===== src/rtl/fft_result_reader.sv =====
// fft_result_reader: DMA-side consumer of the R2FFT output bus.
// When the core reports done, bins 0..OUT_BINS-1 are read over dmaact/dmaa.
// Each bin is tagged with the frame's block-floating-point exponent and
// streamed out on a valid/ready port. A fin pulse then re-arms the core.
module fft_result_reader #(
  parameter int  FFT_LENGTH = 1024,
  parameter int  FFT_DW     = 16,
  parameter int  OUT_BINS   = FFT_LENGTH / 2,
  localparam int FFT_N      = $clog2(FFT_LENGTH)
) (
  input  logic                     clk,
  input  logic                     reset,
  input  logic                     fft_done,
  input  logic signed [7:0]        fft_bfpexp,
  output logic                     fin,
  output logic                     dmaact,
  output logic        [FFT_N-1:0]  dmaa,
  input  logic signed [FFT_DW-1:0] dmadr_real,
  input  logic signed [FFT_DW-1:0] dmadr_imag,
  output logic                     out_valid,
  input  logic                     out_ready,
  output logic        [FFT_N-1:0]  out_bin,
  output logic signed [FFT_DW-1:0] out_real,
  output logic signed [FFT_DW-1:0] out_imag,
  output logic signed [7:0]        out_exp,
  output logic                     out_last,
  output logic                     busy,
  output logic                     err_abort
);

  localparam logic [FFT_N-1:0] LAST_BIN = FFT_N'(OUT_BINS - 1);

  typedef enum logic [2:0] {
    S_IDLE,
    S_LATCH,
    S_READ,
    S_DRAIN,
    S_FIN,
    S_WAIT_CLR
  } state_e;

  state_e state_q, state_d;

  logic        [FFT_N-1:0]  rdAddr_q;
  logic signed [7:0]        exp_q;
  logic                     errAbort_q;
  logic                     inflight_q;
  logic        [FFT_N-1:0]  inflightBin_q;
  logic                     inflightLast_q;

  logic        [1:0]        occ_q;
  logic                     rdPtr_q;
  logic                     wrPtr_q;
  logic        [FFT_N-1:0]  binMem_q  [2];
  logic signed [FFT_DW-1:0] realMem_q [2];
  logic signed [FFT_DW-1:0] imagMem_q [2];
  logic                     lastMem_q [2];

  logic                     fifoHasData;
  logic                     validInt;
  logic                     pop;
  logic                     popFifo;
  logic                     pushFifo;
  logic        [2:0]        committed;
  logic                     creditOk;
  logic                     abort;

  // Handshake bookkeeping. A read returning while the FIFO is empty is shown
  // straight from the DMA bus, so a bin is visible the cycle after its read;
  // it only enters the FIFO if it is not accepted in that same cycle.
  always_comb begin
    fifoHasData = (occ_q != 2'd0);
    validInt    = fifoHasData || inflight_q;
    pop         = validInt && out_ready;
    popFifo     = pop && fifoHasData;
    pushFifo    = inflight_q && !(pop && !fifoHasData);
    committed   = {1'b0, occ_q} + {2'b00, inflight_q} - {2'b00, pop};
    creditOk    = (committed < 3'd2);
    abort       = !fft_done && ((state_q == S_READ) || (state_q == S_DRAIN));
  end

  // State register.
  always_ff @(posedge clk) begin
    if (reset) begin
      state_q <= S_IDLE;
    end else begin
      state_q <= state_d;
    end
  end

  // Next-state logic: a lost done flag mid-frame returns straight to idle.
  always_comb begin
    state_d = state_q;
    case (state_q)
      S_IDLE:     if (fft_done) state_d = S_LATCH;
      S_LATCH:    state_d = S_READ;
      S_READ: begin
        if (!fft_done) begin
          state_d = S_IDLE;
        end else if (dmaact && (rdAddr_q == LAST_BIN)) begin
          state_d = S_DRAIN;
        end
      end
      S_DRAIN: begin
        if (!fft_done) begin
          state_d = S_IDLE;
        end else if (committed == 3'd0) begin
          state_d = S_FIN;
        end
      end
      S_FIN:      state_d = S_WAIT_CLR;
      S_WAIT_CLR: if (!fft_done) state_d = S_IDLE;
      default:    state_d = S_IDLE;
    endcase
  end

  // FSM outputs: reads are issued only while buffer plus in-flight stays under two.
  always_comb begin
    fin    = (state_q == S_FIN);
    busy   = (state_q != S_IDLE);
    dmaact = (state_q == S_READ) && fft_done && creditOk;
    dmaa   = dmaact ? rdAddr_q : '0;
  end

  // Read address, frame exponent, in-flight tag, FIFO pointers and abort flag.
  always_ff @(posedge clk) begin
    if (reset) begin
      rdAddr_q       <= '0;
      exp_q          <= '0;
      errAbort_q     <= 1'b0;
      inflight_q     <= 1'b0;
      inflightBin_q  <= '0;
      inflightLast_q <= 1'b0;
      occ_q          <= 2'd0;
      rdPtr_q        <= 1'b0;
      wrPtr_q        <= 1'b0;
    end else if (abort) begin
      errAbort_q <= 1'b1;
      inflight_q <= 1'b0;
      occ_q      <= 2'd0;
      rdPtr_q    <= 1'b0;
      wrPtr_q    <= 1'b0;
    end else begin
      if (state_q == S_LATCH) begin
        rdAddr_q <= '0;
        exp_q    <= fft_bfpexp;
      end else if (dmaact) begin
        rdAddr_q <= rdAddr_q + FFT_N'(1);
      end
      inflight_q     <= dmaact;
      inflightBin_q  <= rdAddr_q;
      inflightLast_q <= (rdAddr_q == LAST_BIN);
      if (pushFifo) wrPtr_q <= ~wrPtr_q;
      if (popFifo)  rdPtr_q <= ~rdPtr_q;
      occ_q <= occ_q + {1'b0, pushFifo} - {1'b0, popFifo};
    end
  end

  // FIFO storage; contents are meaningless once occupancy is cleared.
  always_ff @(posedge clk) begin
    if (pushFifo) begin
      binMem_q[wrPtr_q]  <= inflightBin_q;
      realMem_q[wrPtr_q] <= dmadr_real;
      imagMem_q[wrPtr_q] <= dmadr_imag;
      lastMem_q[wrPtr_q] <= inflightLast_q;
    end
  end

  // Output head: FIFO head first, otherwise the returning read, otherwise zero.
  always_comb begin
    out_bin  = '0;
    out_real = '0;
    out_imag = '0;
    out_last = 1'b0;
    if (fifoHasData) begin
      out_bin  = binMem_q[rdPtr_q];
      out_real = realMem_q[rdPtr_q];
      out_imag = imagMem_q[rdPtr_q];
      out_last = lastMem_q[rdPtr_q];
    end else if (inflight_q) begin
      out_bin  = inflightBin_q;
      out_real = dmadr_real;
      out_imag = dmadr_imag;
      out_last = inflightLast_q;
    end
  end

  assign out_valid = validInt;
  assign out_exp   = exp_q;
  assign err_abort = errAbort_q;

endmodule


===== config.mk =====
export PLATFORM = sky130hd
export DESIGN_NAME = fft_result_reader
export DESIGN_NICKNAME = d
export VERILOG_FILES = /design/src/rtl/fft_result_reader.sv
export SDC_FILE = /design/constraint.sdc
export NUM_CORES = 1
export LEC_CHECK = 0
export CORE_ASPECT_RATIO = 1.5
export CORE_MARGIN = 5
export CORE_UTILIZATION = 57
export CTS_BUF_LIST = sky130_fd_sc_hd__clkbuf_8
export CTS_CLUSTER_DIAMETER = 100
export CTS_CLUSTER_SIZE = 16
export DETAILED_ROUTE_END_ITERATION = 7
export GPL_ROUTABILITY_DRIVEN = 0
export MAX_ROUTING_LAYER = met4
export PLACE_DENSITY = 0.88
export SYNTH_ARGS = -nofsm -noshare
export SYNTH_HDL_FRONTEND = slang
export SYNTH_SLANG_ARGS = --single-unit

===== constraint.sdc =====
create_clock -name clk -period 6.2 [get_ports clk]
set_clock_uncertainty 0.05 [all_clocks]
set_input_delay 1.24 -clock clk [delete_from_list [all_inputs] [get_ports clk]]
set_output_delay 1.24 -clock clk [all_outputs]
set_load 0.05 [all_outputs]

After elaboration in Yosys (flattened, before gate mapping)
Memory sizes are Yosys's and may differ from the RTL's. A register that Yosys moved wholly into a read port is not among the register bits.
Cells that the tools add are included.
{"block": "op_classes", "add_sub_neg": 5, "order_cmp": 1, "eq_ne": 10, "muxes": 28, "n_bitwise": 3, "reduce_logical": 22}
{"op": "2-to-1 mux 16 bit", "count": 4}
{"op": "2-to-1 mux 10 bit", "count": 5}
{"op": "2-to-1 mux 3 bit", "count": 6}
{"op": "one-hot mux 3 bit (6 select lines)", "count": 1}
{"op": "2-to-1 mux 1 bit", "count": 12}
{"op": "adder 10 x 1 -> 10 bit, second input constant", "count": 1}
{"op": "equality test 10 x 9 -> 1 bit, second input constant", "count": 1}
{"op": "logical AND 1 bit", "count": 8}
{"op": "equality test 3 x 2 -> 1 bit, second input constant", "count": 2}
{"op": "equality test 3 bit, second input constant", "count": 2}
{"op": "zero test 3 bit", "count": 2}
{"op": "inequality test 3 x 2 -> 1 bit, second input constant", "count": 2}
{"op": "inequality test 2 bit, second input constant", "count": 2}
{"op": "AND reduction 2 bit", "count": 2}
{"op": "AND reduction 4 bit", "count": 1}
{"op": "nonzero test 2 bit", "count": 2}
{"op": "adder 2 x 1 -> 3 bit", "count": 1}
{"op": "equality test 3 x 1 -> 1 bit, second input constant", "count": 1}
{"op": "zero test 1 bit", "count": 3}
{"op": "less-than comparator 3 x 2 -> 1 bit, second input constant", "count": 1}
{"op": "inverter 1 bit", "count": 3}
{"op": "nonzero test 3 bit", "count": 1}
{"op": "subtractor 3 x 1 -> 3 bit", "count": 1}
{"op": "adder 2 x 1 -> 2 bit", "count": 1}
{"op": "3 further kinds", "count": 4}
{"block": "word_totals", "ff_bits": 38, "ram_bits": 86, "inputBits": 44, "out_inout_bits": 66, "word_cells": 83, "memories": 4}
{"name": "imagMem_q", "words": 2, "word_bits": 16, "read_ports": 1, "rd_ports_with_merged_regs": 1, "wr": 1, "line_no": "56", "source": "logic signed [FFT_DW-1:0] imagMem_q [2];"}
{"name": "realMem_q", "words": 2, "word_bits": 16, "read_ports": 1, "rd_ports_with_merged_regs": 1, "wr": 1, "line_no": "55", "source": "logic signed [FFT_DW-1:0] realMem_q [2];"}
{"name": "binMem_q", "words": 2, "word_bits": 10, "read_ports": 1, "rd_ports_with_merged_regs": 1, "wr": 1, "line_no": "54", "source": "logic [FFT_N-1:0] binMem_q [2];"}
{"name": "lastMem_q", "words": 2, "word_bits": 1, "read_ports": 1, "rd_ports_with_merged_regs": 1, "wr": 1, "line_no": "57", "source": "logic lastMem_q [2];"}

Depth between registers and ports, before layout
{"block": "logic_depth", "ltp_word": 10, "mapped_depth": 13, "ltp_nobuf": 11}

Worst setup path before layout
OpenSTA, ideal clock, no wires.
{"block": "synth_path", "kind": "input to output", "start": "in out_ready", "end": "out dmaa[0]", "arrival_ns": 3.724, "t_required_ns": 4.910, "slack_ns": 1.186, "stages": 11, "n_path_buf": 2, "cell_sequence": "and2_1 > ha_1 > inv_1 > ha_1 > inv_1 > fa_1 > xnor2_2 > and3_2 > clkbuf_1 > buf_2 > and2_1"}
{"block": "synth_between", "elab_chain_len": 5}
{"element": "from (decl)", "line_no": "21", "source": "input logic out_ready,"}
{"element": "logical AND 1 bit", "line_no": "74", "source": "pop = validInt && out_ready;"}
{"element": "subtractor 3 x 1 -> 3 bit", "line_no": "77", "source": "committed = {1'b0, occ_q} + {2'b00, inflight_q} - {2'b00, pop};"}
{"element": "less-than comparator 3 x 2 -> 1 bit", "line_no": "78", "source": "creditOk = (committed < 3'd2);"}
{"element": "logical AND 1 bit", "line_no": "121", "source": "dmaact = (state_q == S_READ) && fft_done && creditOk;"}
{"element": "net dmaact", "line_no": "16", "source": "output logic dmaact,"}
{"element": "2-to-1 mux 10 bit", "line_no": "122", "source": "dmaa = dmaact ? rdAddr_q : '0;"}
{"element": "to (decl)", "line_no": "17", "source": "output logic [FFT_N-1:0] dmaa,"}
The timed path passes the listed nets, and every way through them passes these cells.

Worst setup path in the final report
{"block": "layout_path", "start": "in out_ready", "end": "out dmaa[1]"}
{"block": "layout_between", "elab_chain_len": 5}
{"element": "logical AND 1 bit", "line_no": "74"}
{"element": "subtractor 3 x 1 -> 3 bit", "line_no": "77"}
{"element": "less-than comparator 3 x 2 -> 1 bit", "line_no": "78"}
{"element": "logical AND 1 bit", "line_no": "121"}
{"element": "2-to-1 mux 10 bit", "line_no": "122"}
Every way passes these cells.

==> metrics.yaml <==
synthMuxAreaShare_pct: 9.98
drv_slew: 0
io_pins: 110
tightest_slew_ns: 1.23
timing.final.crit_share_pct: 92.2
ys_seq_elements: 125
cts.sinks: 125
rsz0062_at_grt: "false"
initial_core_util_pct: 57.8
row_count: 43
synthDistinctLibCells: 42
p_total_mw: 2.17
postRouteAntennaNets: 0
routed_wirelength_um: 11500
ys.flop_type: "edfxtp_1"
path_delay_family: "buffers and inverters"
htreeDepth: 4
whs_ns: 0.438
relSlewSlack_pct: 18.0
p_leak_nw: 2.19
io_buffers: 109
syn_inst: 440
cp_cell_sequence: "clkdlybuf4s50_1 > and2_1 > ha_1 > inv_1 > ha_1 > inv_1 > fa_1 > xnor2_2 > and3_2 > and2_1 > clkdlybuf4s50_1"
async_reset_ff_share_pct: 0
drcViolationCount: 0
critPathCaptureType: "output pin"
synth_area_sq_um: 5310
cts_buffer_depth: 2
status: "finished clean"
drtIter0Drc: 306
grt_max_degree: 57
p_per_area_nw_per_um2: 317
cts_root_buf: "clkbuf_8"
yosysWarnings: 0
first_pass_iters: 4
track_usage_pct: 22.0
cap_violations: 0
grt_antenna_before_repair: 0
n_antenna_cell: 0
grt_pass1_wl_um: 18400
cts_tree: "built"
die_h_um: 128
die_area_sq_um: 11400
dp_hpwl_um: 7550
cts-resized-gates: 0
min_period_ns: 5.72
vias: 3786
fillCellCount: 598
start_kind: "input port"
tns_ns: 0
crit_buf_inv: 4
clk_pin_slew_ns: 0.07
post-place-ws_ns: 0.495
synthAdderAreaFrac_pct: 1.55
worstPathRequired_ns: 4.91
synth-compound-area-share_pct: 7.91
synth_edf_count: 86
core_sq_um: 9200
synth_fp_nets: 490
synthSimpleGateAreaFrac_pct: 13.0
setup_ws_ns: 0.481
critPathMaxStageDelay_ns: 0.81
grt_pass1_vias: 3835
synth_xor_area_share_pct: 1.13
vias_per_cell: 5.67
post_cts_buffers: 0
avgSynthCellArea_sq_um: 12.1
cts-buffers-inserted: 17
final_hold_viol_count: 0
globalRouteOverflowTotal: 0
final_nets: 593
clk_latency_ns: 0.42
drive_gt1_share_pct: 8.09
cp_slowest_cell: "clkdlybuf4s50_1"
setup_viol: 0
syn2layout_area_growth_pct: 28.8
wl_per_cell_um: 17.2
crit_type: "input port to output pin"
path_max_fanout: 14
vdd_drop_max_uv: 166
hold_path_class: "flop to flop"
cts_hold_buffers: 0
fmax_mhz: 175
fp.dieW_um: 88.8
arrival_ns: 4.43
synth_top_family_by_area: "simple AND/OR/NAND/NOR gates"
synth-seq-area-share_pct: 63.3
cells in the final DEF (no fill, tap or decap), drive strengths merged, types with 2 or more instances in the layout:
cell type	count
o31ai	4
ha	5
inv	12
nand4	4
or3	6
clkdlybuf4s50	109
a21oi	18
clkinvlp	6
nand3	45
and2	12
dfxtp	39
clkbuf	20
nor3	2
nand2	26
mux2i	53
a31oi	3
clkinv	4
edfxtp	86
o21ai	47
buf	4
nor2	22
and3	2
xnor2	5
or4	6
worst register-to-register path, stage by stage, from the launching register on:
cell and delay, ns:
dfxtp_1 0.41, or3_1 0.36, and2_1 0.17, ha_1 0.26, inv_1 0.05, ha_1 0.12, inv_1 0.05, fa_1 0.41
xnor2_2 0.32, nand2_1 0.15, or4_1 0.54, a221oi_1 0.25
sequential cells by signal (all words and copies together) (netlist names), named ones only:
signal,flops
inflightLast_q,1
realMem_q,32
state_q,3
binMem_q,20
err_abort,1
inflightBin_q,10
imagMem_q,32
lastMem_q,2
out_exp,8
rdPtr_q,1
inflight_q,1
rdAddr_q,10
wrPtr_q,1
occ_q,2
stage by stage:
step | util (%) | cells | cell area, sq um
5_1_grt | 74.4 | 668 | 6840
6_report | 74.4 | 668 | 6840
3_3_place_gp | 70.3 | 636 | 6470
2_1_floorplan | - | 440 | 5310
3_5_place_dp | 70.3 | 636 | 6470
4_1_cts | 74.4 | 668 | 6840
final cells by class:
cell class | count | area [sq um] | area share [%]
Timing Repair Buffer | 113 | 1120 | 16.4
Clock buffer | 20 | 275 | 4.02
Clock inverter | 12 | 97.6 | 1.43
Inverter | 11 | 41.3 | 0.603
Sequential cell | 125 | 3360 | 49.2
Multi-Input combinational cell | 275 | 1800 | 26.3
Tap cell | 112 | 140 | 2.05
power breakdown:
part           internal (mW)  total [mW]  switching, mW
logic                  0.200       0.602          0.401
registers              0.902       0.924         0.0217
clock network          0.343       0.645          0.302
logic make-up (layout without fill, tap and decap cells):
group | Yosys count | in the layout
multiplexers | 53 | 53
AND/OR/NAND/NOR | 134 | 134
flip-flops | 125 | 125
adder cells (fa/ha/maj) | 6 | 6
buffers and inverters | 40 | 156
AO/OA/AOI/OAI | 76 | 76
XOR/XNOR | 6 | 6
final timing paths:
| kind | start | to | slack, ns | cells past startpoint |
|---|---|---|---|---|
| max | out_ready | dmaa[1] | 0.48 | 11 |
| min | inflightBin_q[5]$_SDFFE_PP0N_ | inflightBin_q[5]$_SDFFE_PP0N_ | 0.44 | 2 |
| min reg2reg | inflightBin_q[5]$_SDFFE_PP0N_ | inflightBin_q[5]$_SDFFE_PP0N_ | 0.44 | 2 |
| max reg2reg | occ_q[1]$_SDFF_PP0_ | state_q[0]$_SDFFE_PP0P_ | 2.95 | 11 |
cell usage after synthesis, types with 2 or more instances:
cell type  instances  area [sq um]
dfxtp_1           39           781
o21ai_0           47           235
edfxtp_1          86          2580
or4_1              6          45.0
mux2i_1           53           531
o31ai_1            4          30.0
nor3_1             2          10.0
buf_1             10          37.5
ha_1               5          62.6
a21oi_1           18          90.1
or3_1              5          31.3
inv_1             11          41.3
nand2_1           26          97.6
nor2_1            22          82.6
clkbuf_1          13          48.8
buf_2              5          25.0
and2_1            12          75.1
nand4_1            4          25.0
a31oi_1            2          12.5
nand3_1           45           225
xnor2_1            4          35.0
per-layer routing:
metal  part of all wire, %  up-vias  GRT usage (%)
li1                      -     1827              -
met1                    39     1794           24.8
met2                    52      142           36.4
met3                   6.4       23           5.98
met4                   2.5        0           9.07
met5                     0        -              -
Note: power is estimated with default switching activity, not from simulation.
==> RTL change 1, RTL diff (same flow settings) <==
Set the parameter `FFT_DW` to 20 (it was 16).
--- a/src/rtl/fft_result_reader.sv
+++ b/src/rtl/fft_result_reader.sv
@@ -4,7 +4,7 @@
 // streamed out on a valid/ready port. A fin pulse then re-arms the core.
 module fft_result_reader #(
   parameter int  FFT_LENGTH = 1024,
-  parameter int  FFT_DW     = 16,
+  parameter int  FFT_DW     = 20,
   parameter int  OUT_BINS   = FFT_LENGTH / 2,
   localparam int FFT_N      = $clog2(FFT_LENGTH)
 ) (
Interface: changed (resized dmadr_imag, dmadr_real, out_imag and out_real); port bits go from 110 to 126. No check against the original RTL was run, so the function may have changed too.
==> RTL change 1 against the unedited design <==
Maximum frequency is 0.36% lower. Synthesized area up 12%. Wire length increased by 12%. Clock power is 18% higher. Total power increased by 15%. Sequential cell count increased by 16. Critical path type unchanged. Worst setup slack worse by 21 ps. Design area grew 13%.
==> RTL change 1: results (changes against the unedited design) <==
detailed_routing:
  m1WireLength_um: 5190  # was 4450 um
  drt-total-wl_um: 12900  # was 11500 um
  route.detailed.drc: 0  # unchanged
  dr.pass1.iters: 4  # unchanged
  dr_wl_met2_um: 6790  # was 6040 um
  vias: 4154  # was 3786
  top_layer: "met4"  # unchanged
  drt_iter0_markers: 240  # was 306
  wl_met3_um: 756  # was 738 um
  wl_per_cell_um: 17.1  # was 17.2 um
layout:
  design_area_mm2: 0.00774  # was 0.00684 mm2
  n_fill_cell: 638  # was 598
  reg.largest.list: "imagMem_q (40), realMem_q (40), binMem_q (20)"  # was imagMem_q (32), realMem_q (32), binMem_q (20)
  drive_above_1_share: 0.0783  # was 0.0809
  diodes: 0  # unchanged
  layout.nets: 658  # was 593
place:
  place_inst: 722  # was 636
  dpl.hpwl_um: 8540  # was 7550 um
  placed_cell_area_mm2: 0.00732  # was 0.00647 mm2
  portBuffers: 125  # was 109
setup_path:
  critPathMaxFanout: 14  # unchanged
  slowest_stage: "clkdlybuf4s50_1"  # unchanged
  cpPeakStageDelay_ps: 810  # about the same
  critPathArrivalTime_ps: 4450  # was 4430 ps
clocking:
  h-tree-depth: 4  # unchanged
  cts_resized: 0  # unchanged
  cts_root_buffer: "clkbuf_8"  # unchanged
  cts_setup_buffers: 0  # unchanged
  path_clk_slew_ps: 80
  insertion_delay_ps: 430
  numCtsBuffers: 17  # unchanged
  cts.path.max_buffers: 2  # unchanged
synthesis:
  yosysWarnings: 0  # unchanged
  synthAdderAreaFrac: 0.0138  # was 0.0155
  yosys-top-cells-area: "edfxtp_1, dfxtp_1, mux2i_1"  # unchanged
  synthMuxAreaShare: 0.102  # was 0.0998
  synth_compound_area_frac: 0.0770  # was 0.0791
  synth.cells.most_frequent: "edfxtp_1, mux2i_1, o21ai_0"  # unchanged
  yosysUniqueCellTypes: 43  # was 42
  syn_avg_cell_area_um2: 12.3  # was 12.1 um2
  ys_async_sr_fraction: 0  # unchanged
  yosysSeqAreaShare: 0.643  # was 0.633
  synth_edf_count: 102  # was 86
  yosys.area_share.xor_xnor: 0.0100  # was 0.0113
  synth_nets: 542  # was 490
global_routing:
  grt_pass1_vias: 4248  # was 3835
  overflow: 0  # unchanged
  gr-usage-all-layers: 0.217  # was 0.220
  antenna_found_initial: 0  # unchanged
  grt_pass1_wl_um: 20900  # was 18400 um
  grt_max_degree: 65  # was 57
power_and_ir_drop:
  power_leakage_nw: 2.47  # was 2.19 nW
  vdd_drop_max_mv: 0.194  # was 0.166 mV
status:
  status: "complete, no violations"  # unchanged
hold_path:
  hp-class: "flip-flop to flip-flop"  # unchanged
sta:
  worst_pin_slew_ps: 1240  # was 1230 ps
[RTL change 1: cell count changes after synthesis]
cell,unedited run,this run
buf_2,5,3
clkbuf_1,13,18
clkbuf_8,0,1
edfxtp_1,86,102
mux2i_1,53,61
nand3_1,45,53
o21ai_0,47,55
[RTL change 1: through the flow]
step	total power [W]	setup WS (ps)
6_report	0.00250	461
5_1_grt	0.00260	293
4_1_cts	0.00252	438
3_5_place_dp	0.00176	447
3_3_place_gp	0.00174	602
2_1_floorplan	0.00153	1210
[RTL change 1: kinds of logic (layout without fill, tap and decap cells)]
logic type / after synthesis / in the layout
simple gates: 142 / 142
flops: 141 / 141
compound gates: 84 / 84
mux: 61 / 61
buf+inv: 44 / 173
fa+ha+maj: 6 / 6
xor+xnor: 6 / 6
[RTL change 1: worst max-delay path, delay by kind of cell]
family	cells	cell delay [ps]
simple gates	3	720
xor+xnor	1	310
fa+ha+maj	3	810
buf+inv	4	1360
[RTL change 1: area by class of cell]
cell class,count,share of cell area
inverters,11,0.00534
clock inverters,13,0.0207
multi-input cells,299,0.254
well taps,141,0.0228
repair buffers,130,0.167
flip-flops and latches,141,0.497
clock buffers,19,0.0338
[RTL change 1: final timing paths]
kind | start | endpoint | slack (ps) | cells after the start
max | out_ready | dmaa[6] | 460 | 11
max reg2reg | occ_q[1] | rdAddr_q[8] | 2860 | 11
min | err_abort | err_abort | 430 | 2
min reg2reg | err_abort | err_abort | 430 | 2
[RTL change 1: routing by layer]
metal,vias up,global-route usage
li1,2024,-
met1,1998,0.246
met2,121,0.369
met3,11,0.0645
met4,0,0.0659
met5,-,-
[RTL change 1: power breakdown]
group          internal [W]  total, W  switching (W)
clock network      0.000422  0.000764       0.000343
logic              0.000229  0.000684       0.000455
registers           0.00102   0.00105      0.0000280
total               0.00167   0.00250       0.000826
==> RTL change 2, RTL diff (same flow settings) <==
Without the edit above. Encoding of `state_e`: now one-hot (6 bits for 6 states).
--- a/src/rtl/fft_result_reader.sv
+++ b/src/rtl/fft_result_reader.sv
@@ -30,13 +30,13 @@
 
   localparam logic [FFT_N-1:0] LAST_BIN = FFT_N'(OUT_BINS - 1);
 
-  typedef enum logic [2:0] {
-    S_IDLE,
-    S_LATCH,
-    S_READ,
-    S_DRAIN,
-    S_FIN,
-    S_WAIT_CLR
+  typedef enum logic [5:0] {
+    S_IDLE     = 6'b000001,
+    S_LATCH    = 6'b000010,
+    S_READ     = 6'b000100,
+    S_DRAIN    = 6'b001000,
+    S_FIN      = 6'b010000,
+    S_WAIT_CLR = 6'b100000
   } state_e;
 
   state_e state_q, state_d;
Function: same outputs for any inputs over 10 cycles, from zero or initial values and one cycle with reset high; not proved beyond that.
==> RTL change 2 against the unedited design <==
Design area up 4.1%. Worst setup slack better by 160 ps. First-iteration DRC count down 9.2%. Critical endpoint is now dmaa[8]. Worst hold slack worse by 29 ps. Register-to-register slack worse by 110 ps. Total power up 31%. Critical path type unchanged. Largest power group is now combinational cells. Synthesized area up 5.5%. Count of clock-buffer cells in the layout down 1. Wire length up 8.6%. Sequential cell count up 3.
==> RTL change 2: results (changes against the unedited design) <==
hold_path:
  hp-start: "out_exp[4]"  # was inflightBin_q[5]
  worstHoldEndpoint: "out_exp[4]"  # was inflightBin_q[5]
power_and_ir_drop:
  intPower_w: 0.00168  # was 0.00145 W
  power_leakage_nw: 2.33  # was 2.19 nW
  vdd_drop_max_mv: 0.322  # was 0.166 mV
global_routing:
  grt_pass1_wl_um: 20500  # was 18400 um
  antenna_found_initial: 0  # unchanged
  gr-usage-all-layers: 0.217  # was 0.220
setup_path:
  reg2reg_slack_ps: 2840  # was 2950 ps
  critPathMaxFanout: 15  # was 14
  worst_r2r_path_depth: 13  # was 11
  r2r_end: "rdAddr_q[8]"  # was state_q[0]
place:
  dpl.hpwl_um: 8330  # was 7550 um
  placed_cell_area_mm2: 0.00672  # was 0.00647 mm2
  place_ws_ps: 654  # was 495 ps
detailed_routing:
  drt_iter0_markers: 278  # was 306
  wl_per_cell_um: 17.8  # was 17.2 um
  dr.pass1.iters: 5  # was 4
  vias: 4083  # was 3786
sta:
  worst_pin_slew_ps: 1170  # was 1230 ps
layout:
  n_fill_cell: 627  # was 598
  layout.nets: 624  # was 593
  drive_above_1_share: 0.101  # was 0.0809
synthesis:
  yosysSeqAreaShare: 0.611  # was 0.633
  yosys-top-cells-area: "edfxtp_1, dfxtp_1, mux2i_1"  # unchanged
  synth_nets: 522  # was 490
  synth.cells.most_frequent: "edfxtp_1, nand3_1, mux2i_1"  # was edfxtp_1, mux2i_1, o21ai_0
  yosysUniqueCellTypes: 49  # was 42
status:
  status: "complete, no violations"  # unchanged
clocking:
  cts_resized: 0  # unchanged
  cts_setup_buffers: 0  # unchanged
RTL change 2: final cells by class:
type	count	area [um2]	share of cell area
Clock inverter	13	138	0.0193
Sequential cell	128	3420	0.481
Clock buffer	19	262	0.0367
Tap cell	115	144	0.0202
Timing Repair Buffer	115	1120	0.157
Inverter	12	45.0	0.00633
Multi-Input combinational cell	300	1990	0.279
RTL change 2: worst max path at each step:
stage | startpoint | slack, ps | cells after the start | endpoint
2_1_floorplan | out_ready | 1310 | 11 | dmaa[0]
3_3_place_gp | out_ready | 740 | 12 | dmaa[3]
3_5_place_dp | out_ready | 650 | 12 | dmaa[8]
4_1_cts | out_ready | 630 | 12 | dmaa[8]
5_1_grt | out_ready | 510 | 12 | dmaa[8]
6_report | out_ready | 640 | 12 | dmaa[8]
RTL change 2: routing by layer:
layer	track usage	wire, um
met5	-	0
met4	0.0759	235
met1	0.251	4980
met2	0.362	6540
met3	0.0589	751
RTL change 2: metrics by stage:
step / cells / hold slack, ps
2_1_floorplan: 472 / 397
3_3_place_gp: 670 / 391
3_5_place_dp: 670 / 400
4_1_cts: 702 / 410
5_1_grt: 702 / 431
6_report: 702 / 409
RTL change 2: worst register-to-register path: cells and delay by family (launching register included):
family	cells	cell delay (ps)
xor+xnor	1	320
fa+ha+maj	3	760
buf+inv	4	480
flops	1	400
mux	1	330
simple gates	4	910
RTL change 2: power by group through the flow:
stage,sequential [W],clock [W],combinational (W)
after floorplan,0.000975,0,0.000812
after global placement,0.00100,0,0.00113
after detailed placement,0.00101,0,0.00115
after CTS,0.000986,0.000714,0.00115
after global routing,0.000991,0.000756,0.00121
final,0.000986,0.000705,0.00115
RTL change 2: logic make-up (layout without fill, tap and decap cells):
logic type	count (synthesis)	count (layout)	share of synthesized area
AO/OA/AOI/OAI	79	79	0.0777
XOR/XNOR	8	8	0.0125
adder cells (fa/ha/maj)	6	6	0.0147
buffers and inverters	44	159	0.0397
flip-flops	128	128	0.611
multiplexers	56	56	0.100
AND/OR/NAND/NOR	151	151	0.144
